$ cat src/rtl/gt_seq_pkg.sv
// Shared definitions for the GT reference-clock bring-up sequencer.
// Contents: state codes (3 bits, IDLE..FAULT), counter widths, saturating increment helper.
// No logic, no latency, no flow control.
package gt_seq_pkg;

  localparam logic [2:0] S_IDLE      = 3'd0;
  localparam logic [2:0] S_CLK_CHECK = 3'd1;
  localparam logic [2:0] S_PLL_RST   = 3'd2;
  localparam logic [2:0] S_PLL_WAIT  = 3'd3;
  localparam logic [2:0] S_GT_RST    = 3'd4;
  localparam logic [2:0] S_GT_WAIT   = 3'd5;
  localparam logic [2:0] S_READY     = 3'd6;
  localparam logic [2:0] S_FAULT     = 3'd7;

  localparam int CNT_W = 16;
  localparam int TMO_W = 20;

  typedef enum logic [2:0] {
    ST_IDLE      = S_IDLE,
    ST_CLK_CHECK = S_CLK_CHECK,
    ST_PLL_RST   = S_PLL_RST,
    ST_PLL_WAIT  = S_PLL_WAIT,
    ST_GT_RST    = S_GT_RST,
    ST_GT_WAIT   = S_GT_WAIT,
    ST_READY     = S_READY,
    ST_FAULT     = S_FAULT
  } state_t;

  // Increment that sticks at all-ones instead of wrapping.
  function automatic logic [CNT_W-1:0] sat_inc(input logic [CNT_W-1:0] v, input logic en);
    return (en && (v != '1)) ? v + CNT_W'(1) : v;
  endfunction

endpackage

$ cat src/rtl/sync_2ff.sv
// 1-bit two-flop synchronizer into clk; 2 clk latency; no flow control.
// Ports: clk, rst (async, active high, clears both flops to 0), d (async in), q (synced out).
module sync_2ff (
  input  logic clk,
  input  logic rst,
  input  logic d,
  output logic q
);

  logic meta;

  always_ff @(posedge clk or posedge rst) begin
    if (rst) begin
      meta <= 1'b0;
      q    <= 1'b0;
    end else begin
      meta <= d;
      q    <= meta;
    end
  end

endmodule

$ cat src/rtl/gt_refclk_sequencer.sv
// GT quad bring-up: refclk rate check -> PLL reset/lock -> GT TX/RX reset/done -> ready,
// with per-stage timeouts, bounded retries and a sticky fault. Outputs follow the state 1 clk late;
// async inputs see 2 clk of synchronizer latency. No flow control; enable low forces IDLE.
// Ports: clk, rst (async high); enable; refclk_tgl, pll_lock, tx_resetdone, rx_resetdone (async);
//        pll_reset, gt_tx_reset, gt_rx_reset, ready, fault, retry_cnt[1:0], state[2:0], refclk_cnt[15:0].
// Option: define GT_SEQ_LOSS_MON_EN to keep watching refclk rate and PLL lock while READY.
module gt_refclk_sequencer
  import gt_seq_pkg::*;
#(
  parameter logic [15:0] MEAS_WINDOW  = 16'd50000,
  parameter logic [15:0] REF_MIN      = 16'd15000,
  parameter logic [15:0] REF_MAX      = 16'd17000,
  parameter logic [7:0]  RST_PULSE    = 8'd16,
  parameter logic [19:0] LOCK_TIMEOUT = 20'd500000,
  parameter logic [1:0]  MAX_RETRY    = 2'd3
) (
  input  logic        clk,
  input  logic        rst,
  input  logic        enable,
  input  logic        refclk_tgl,
  input  logic        pll_lock,
  input  logic        tx_resetdone,
  input  logic        rx_resetdone,
  output logic        pll_reset,
  output logic        gt_tx_reset,
  output logic        gt_rx_reset,
  output logic        ready,
  output logic        fault,
  output logic [1:0]  retry_cnt,
  output logic [2:0]  state,
  output logic [15:0] refclk_cnt
);

  logic tgl_s, tgl_d, lock_s, txd_s, rxd_s;

  sync_2ff u_sync_tgl  (.clk(clk), .rst(rst), .d(refclk_tgl),   .q(tgl_s));
  sync_2ff u_sync_lock (.clk(clk), .rst(rst), .d(pll_lock),     .q(lock_s));
  sync_2ff u_sync_txd  (.clk(clk), .rst(rst), .d(tx_resetdone), .q(txd_s));
  sync_2ff u_sync_rxd  (.clk(clk), .rst(rst), .d(rx_resetdone), .q(rxd_s));

  state_t                 state_q, state_d;
  logic [1:0]             retry_q, retry_d;
  logic [CNT_W-1:0]       win_q, edge_q, edge_total;
  logic [TMO_W-1:0]       tmr_q;
  logic                   edge_now, measuring, win_end, in_range;
  logic                   pulse_done, tmo, fail, fail_refclk;

  // The toggle flips once per ODIV2 cycle, so every change is one counted edge.
  assign edge_now = tgl_s ^ tgl_d;

`ifdef GT_SEQ_LOSS_MON_EN
  assign measuring = (state_q == ST_CLK_CHECK) || (state_q == ST_READY);
`else
  assign measuring = (state_q == ST_CLK_CHECK);
`endif

  assign win_end    = measuring && (win_q == MEAS_WINDOW - CNT_W'(1));
  // Include the edge seen in the final window cycle.
  assign edge_total = sat_inc(edge_q, edge_now);
  assign in_range   = (edge_total >= REF_MIN) && (edge_total <= REF_MAX);
  assign pulse_done = (tmr_q == TMO_W'(RST_PULSE - 8'd1));
  assign tmo        = (tmr_q == LOCK_TIMEOUT - TMO_W'(1));

  always_comb begin
    state_d     = state_q;
    retry_d     = retry_q;
    fail        = 1'b0;
    fail_refclk = 1'b0;
    case (state_q)
      ST_IDLE: begin
        retry_d = '0;
        state_d = ST_CLK_CHECK;
      end
      ST_CLK_CHECK: begin
        if (win_end) begin
          if (in_range) begin
            state_d = ST_PLL_RST;
          end else begin
            fail        = 1'b1;
            fail_refclk = 1'b1;
          end
        end
      end
      ST_PLL_RST: begin
        if (pulse_done) state_d = ST_PLL_WAIT;
      end
      ST_PLL_WAIT: begin
        // Lock checked first so a lock landing on the timeout cycle still wins.
        if (lock_s)   state_d = ST_GT_RST;
        else if (tmo) fail = 1'b1;
      end
      ST_GT_RST: begin
        if (!lock_s)         fail = 1'b1;
        else if (pulse_done) state_d = ST_GT_WAIT;
      end
      ST_GT_WAIT: begin
        if (!lock_s)              fail = 1'b1;
        else if (txd_s && rxd_s)  state_d = ST_READY;
        else if (tmo)             fail = 1'b1;
      end
      ST_READY: begin
`ifdef GT_SEQ_LOSS_MON_EN
        if (win_end && !in_range) begin
          fail        = 1'b1;
          fail_refclk = 1'b1;
        end else if (!lock_s) begin
          fail = 1'b1;
        end
`endif
      end
      ST_FAULT: begin
      end
      default: state_d = ST_IDLE;
    endcase

    if (!enable) begin
      state_d = ST_IDLE;
    end else if (fail) begin
      retry_d = retry_q + 2'd1;
      if (retry_q == MAX_RETRY - 2'd1) state_d = ST_FAULT;
      else                             state_d = fail_refclk ? ST_CLK_CHECK : ST_PLL_RST;
    end
  end

  always_ff @(posedge clk or posedge rst) begin
    if (rst) begin
      state_q    <= ST_IDLE;
      retry_q    <= '0;
      tgl_d      <= 1'b0;
      win_q      <= '0;
      edge_q     <= '0;
      tmr_q      <= '0;
      refclk_cnt <= '0;
    end else begin
      state_q <= state_d;
      retry_q <= retry_d;
      tgl_d   <= tgl_s;
      // Both measurement counters idle at zero outside measuring states and
      // restart together at each window boundary.
      if (!measuring || win_end) begin
        win_q  <= '0;
        edge_q <= '0;
      end else begin
        win_q  <= win_q + CNT_W'(1);
        edge_q <= edge_total;
      end
      if (win_end) refclk_cnt <= edge_total;
      // Shared pulse/timeout timer: zero on the first cycle of every state.
      tmr_q <= (state_d != state_q) ? '0 : tmr_q + TMO_W'(1);
    end
  end

  // Reset outputs preset to 1 so an rst assertion can only drive them high.
  always_ff @(posedge clk or posedge rst) begin
    if (rst) begin
      pll_reset   <= 1'b1;
      gt_tx_reset <= 1'b1;
      gt_rx_reset <= 1'b1;
      ready       <= 1'b0;
      fault       <= 1'b0;
    end else begin
      pll_reset   <= !((state_q == ST_PLL_WAIT) || (state_q == ST_GT_RST) ||
                       (state_q == ST_GT_WAIT)  || (state_q == ST_READY));
      gt_tx_reset <= !((state_q == ST_GT_WAIT) || (state_q == ST_READY));
      gt_rx_reset <= !((state_q == ST_GT_WAIT) || (state_q == ST_READY));
      ready       <= (state_q == ST_READY);
      fault       <= (state_q == ST_FAULT);
    end
  end

  assign state     = state_q;
  assign retry_cnt = retry_q;

endmodule

$ cat config.mk
export PLATFORM = sky130hd
export DESIGN_NAME = gt_refclk_sequencer
export DESIGN_NICKNAME = d
export VERILOG_FILES = /design/src/rtl/gt_seq_pkg.sv /design/src/rtl/sync_2ff.sv /design/src/rtl/gt_refclk_sequencer.sv
export SDC_FILE = /design/constraint.sdc
export NUM_CORES = 1
export LEC_CHECK = 0
export ABC_AREA = 0
export CAP_MARGIN = 20
export CORE_UTILIZATION = 25
export DETAILED_ROUTE_END_ITERATION = 10
export GPL_ROUTABILITY_DRIVEN = 0
export SETUP_SLACK_MARGIN = 0.5
export SYNTH_ARGS = -nofsm -noshare
export SYNTH_HDL_FRONTEND = slang
export SYNTH_SLANG_ARGS = --single-unit
$ cat constraint.sdc
create_clock -name clk -period 4.6 [get_ports clk]
set_input_delay 0.46 -clock clk [delete_from_list [all_inputs] [get_ports clk]]
set_output_delay 0.46 -clock clk [all_outputs]
set_load 0.05 [all_outputs]
==> summary.txt <==
Drt
  • Vias: 3747
  • Pre-antenna DRT Iters: 5
  • Final ANT Viol Nets: 0
  • WL final: 10700 um
  • Starting DRT DRC Count: 268
  • DR vias/cell: 5.04
  • WL/cell: 14.4 um
  • DRC: 0

Clock tree
  • Worst skew pair latency: 0.35 ns
  • Clk buf depth: 2
  • CTS HTree Levels: 3
  • CTS tree: done
  • Hold Buf Count CTS: 0
  • CTS Sinks: 86
  • Root buffer cell: clkbuf_16
  • Post-CTS Setup Inserts: 0
  • Cells resized by post-CTS repair: 0
  • Num CTS Buffers: 9
  • CTS clock-pin slew for the worst setup and hold paths: 0.06 ns

Layout
  • Layout Nets: 521
  • Ratio of cells with drive above 1 in the final layout: 11.7%
  • Register area: 2150 um2
  • Area growth syn-to-layout: 18.1%
  • Area used by multi-input combinational logic: 2390 um2
  • Finished Core Util: 30.6%
  • Ant diodes: 0
  • Fill cells: 1864

Yosys
  • Netlist cell types: 59
  • Async SR Flop Fraction: 100%
  • Synth area leaders: dfrtp_1 45%, nor4_2 5.6%, xor2_1 4.5%
  • Yosys top cell area share: 44.6%
  • Synth Warn #: 0
  • Post-Syn Instances: 487
  • Syn_nets: 498
  • Synthesized area per cell: 9.69 um2
  • Ys flop type: dfrtp_1
  • Synthesized flop and latch total: 86
  • Post-synth EDFFs: 0
  • Area leader, netlist: dfrtp_1
  • Mapped cell area: 4720 um2
  • Sequential element share of the synthesized area: 45.7%

Pwr
  • LEAKAGE: 0.00215 uW
  • Clk pwr share: 44.2%
  • Psw: 379 uW
  • Gate power share: 5.5%
  • Peak supply drop: 0.000169 V
  • Int Power: 1190 uW
  • Power share of the sequential group: 50.2%
  • Pwr dens: 281 nW/um2
  • Switching Fraction: 24.2%

Timing
  • Min Tclk post-route: 3.74 ns
  • Final worst slack: 0.855 ns
  • Hold Vio Cnt, Final: 0
  • Fin crit share: 81.4%
  • Fin. max-slew vios: 0
  • Fmax: 267 MHz
  • Setup violations, final: 0
  • Clock skew: 0.00612 ns
  • Unrepaired setup endpoints after global routing: false
  • Least-Margin Pin Slew: 0.796 ns
  • Relative slew margins: 46.5%
  • Post-Route Setup TNS: 0 ns

Floorplanning
  • DIE AREA: 19400 um2
  • Initial Util: 25.9%
  • Die Wd: 139 um
  • Io pins: 33
  • Die H: 139 um
  • Core area: 18200 um2
  • Row count: 49

Critical path
  • R2R Path End: tmr_q[18]$_DFF_PP0_
  • Crit-path slowest cell: o41ai_1
  • Peak fanout along the critical path: 16
  • Slowest stage delay, CP: 0.64 ns
  • Cells along the critical path: xnor2_1 > or3_1 > o41ai_1 > o211ai_1 > nor4_1 > a221oi_2 > o31a_1 > buf_8 > nor4_2
  • FF-to-FF path depth: 9
  • Crit path launch type: flop
  • Kind of end point of the critical path: flop
  • Worst setup path category: reg -> reg
  • Critical Path RT: 4.85 ns
  • CP Data Arrival Time: 3.99 ns
  • Reg2reg setup slack: 0.86 ns
  • RR Startpoint: u_sync_tgl.q$_DFF_PP0_

Hold path
  • Hold Path Class: in -> async

Global route
  • GRT Util Overall: 11.7%
  • First-pass GRT wire length: 18200 um
  • Initial antenna violation count: 0
  • Gr ovfl total: 0
  • Largest net degree at the start of global routing: 60
  • Number of global-route vias before repair: 3663

Placed design
  • Pre-CTS WS: 0.565 ns
  • Hpwl dp: 7620 um
  • PortBufs: 32

Flow run
  • Max cap viols: 0

Outcome
  • Status: complete, no violations
## state kept, by name, summed over array words and instances, names as in the netlist
signal            count
edge_q               16
fault                 1
gt_rx_reset           1
pll_reset             1
ready                 1
refclk_cnt           16
retry_cnt             2
state                 3
tgl_d                 1
tmr_q                20
u_sync_lock.meta      1
u_sync_lock.q         1
u_sync_rxd.meta       1
u_sync_rxd.q          1
u_sync_tgl.meta       1
u_sync_tgl.q          1
u_sync_txd.meta       1
u_sync_txd.q          1
win_q                16
## cell type report
type | count | share of cell area [%]
flip-flops and latches | 86 | 38.7
inverters | 10 | 0.696
clock inverters | 6 | 0.808
well taps | 229 | 5.14
multi-input cells | 362 | 42.9
repair buffers | 41 | 7.46
clock buffers | 10 | 4.29
## worst max-delay path by stage
stage,startpoint,endpoint,slack [ns],cells after the start
2_1_floorplan,state[0]$_DFF_PP0_,tmr_q[10]$_DFF_PP0_,1.39,8
3_3_place_gp,tgl_d$_DFF_PP0_,tmr_q[17]$_DFF_PP0_,0.69,8
3_5_place_dp,edge_q[1]$_DFF_PP0_,tmr_q[6]$_DFF_PP0_,0.56,9
4_1_cts,edge_q[1]$_DFF_PP0_,tmr_q[18]$_DFF_PP0_,0.56,9
5_1_grt,u_sync_tgl.q$_DFF_PP0_,tmr_q[17]$_DFF_PP0_,0.62,9
6_report,u_sync_tgl.q$_DFF_PP0_,tmr_q[18]$_DFF_PP0_,0.86,9
## stage by stage
stage | area, um2 | std cells | power, uW | hold WS (ns)
2_1_floorplan | 4720 | 487 | 857 | 0.331
3_3_place_gp | 5250 | 726 | 881 | 0.337
3_5_place_dp | 5250 | 726 | 885 | 0.342
4_1_cts | 5530 | 742 | 1590 | 0.356
5_1_grt | 5570 | 744 | 1640 | 0.342
6_report | 5570 | 744 | 1560 | 0.332
## cell usage in the layout, fill, tap and decap left out, drive strengths merged, types with 3 or more instances in the layout
cell / synthesis / final
and4: 4 / 4
o31ai: 5 / 5
clkinvlp: 0 / 3
buf: 15 / 9
o21ai: 25 / 25
or4: 4 / 4
ha: 4 / 4
nand3: 24 / 24
a21oi: 6 / 6
and2: 6 / 6
and3: 15 / 15
nor3b: 6 / 6
xor2: 24 / 24
o41ai: 4 / 4
xnor2: 22 / 22
dfrtp: 84 / 84
clkbuf: 14 / 10
clkdlybuf4s50: 0 / 32
nand2: 44 / 44
o31a: 4 / 4
or3: 3 / 3
mux2i: 5 / 5
nor4: 35 / 35
nor2: 52 / 52
nand4: 19 / 19
nor3: 11 / 11
nand2b: 4 / 4
inv: 10 / 11
## cells by family after synthesis
| logic type | share of synthesized area [%] |
|---|---|
| AOI/OAI and AO/OA | 10.0 |
| xor gates and xnor gates | 8.54 |
| adders and majority gates | 1.06 |
| buffers and inverters | 3.82 |
| DFF | 45.7 |
| muxes | 1.54 |
| and+or+nand+nor | 29.3 |
## synthesized netlist by cell type, types with 10 or more instances
library cell	instances
and3_1	15
buf_2	12
clkbuf_1	14
dfrtp_1	84
inv_1	10
nand2_1	44
nand3_1	23
nand4_1	19
nor2_1	52
nor3_1	11
nor4_1	14
nor4_2	21
o21ai_0	23
xnor2_1	22
xor2_1	24
## power groups by stage
stage               logic [uW]  registers, uW  clock network (uW)
CTS                       85.8            786                 723
detailed placement        85.0            800                   0
global route              98.1            789                 750
finish                    86.3            786                 692
floorplan                 60.8            796                   0
global placement          82.7            799                   0
## per-layer routing
layer  part of all wire (%)  global-route usage (%)  wire, um  vias up
li1                       -                       -         -     1815
met1                     46                    14.7      4940     1805
met2                     47                    18.9      5030      111
met3                    5.3                    3.75       567       16
met4                    1.6                    4.21       169        0
met5                      0                       0         0        -
## worst max-delay path, delay by kind of cell (launching register included)
kind | cells | cell delay [ns]
xor gates and xnor gates | 1 | 0.30
AOI/OAI and AO/OA | 4 | 1.47
and+or+nand+nor | 3 | 1.25
buffers and inverters | 1 | 0.21
DFF | 1 | 0.41
(Power assumes the default switching activity.)
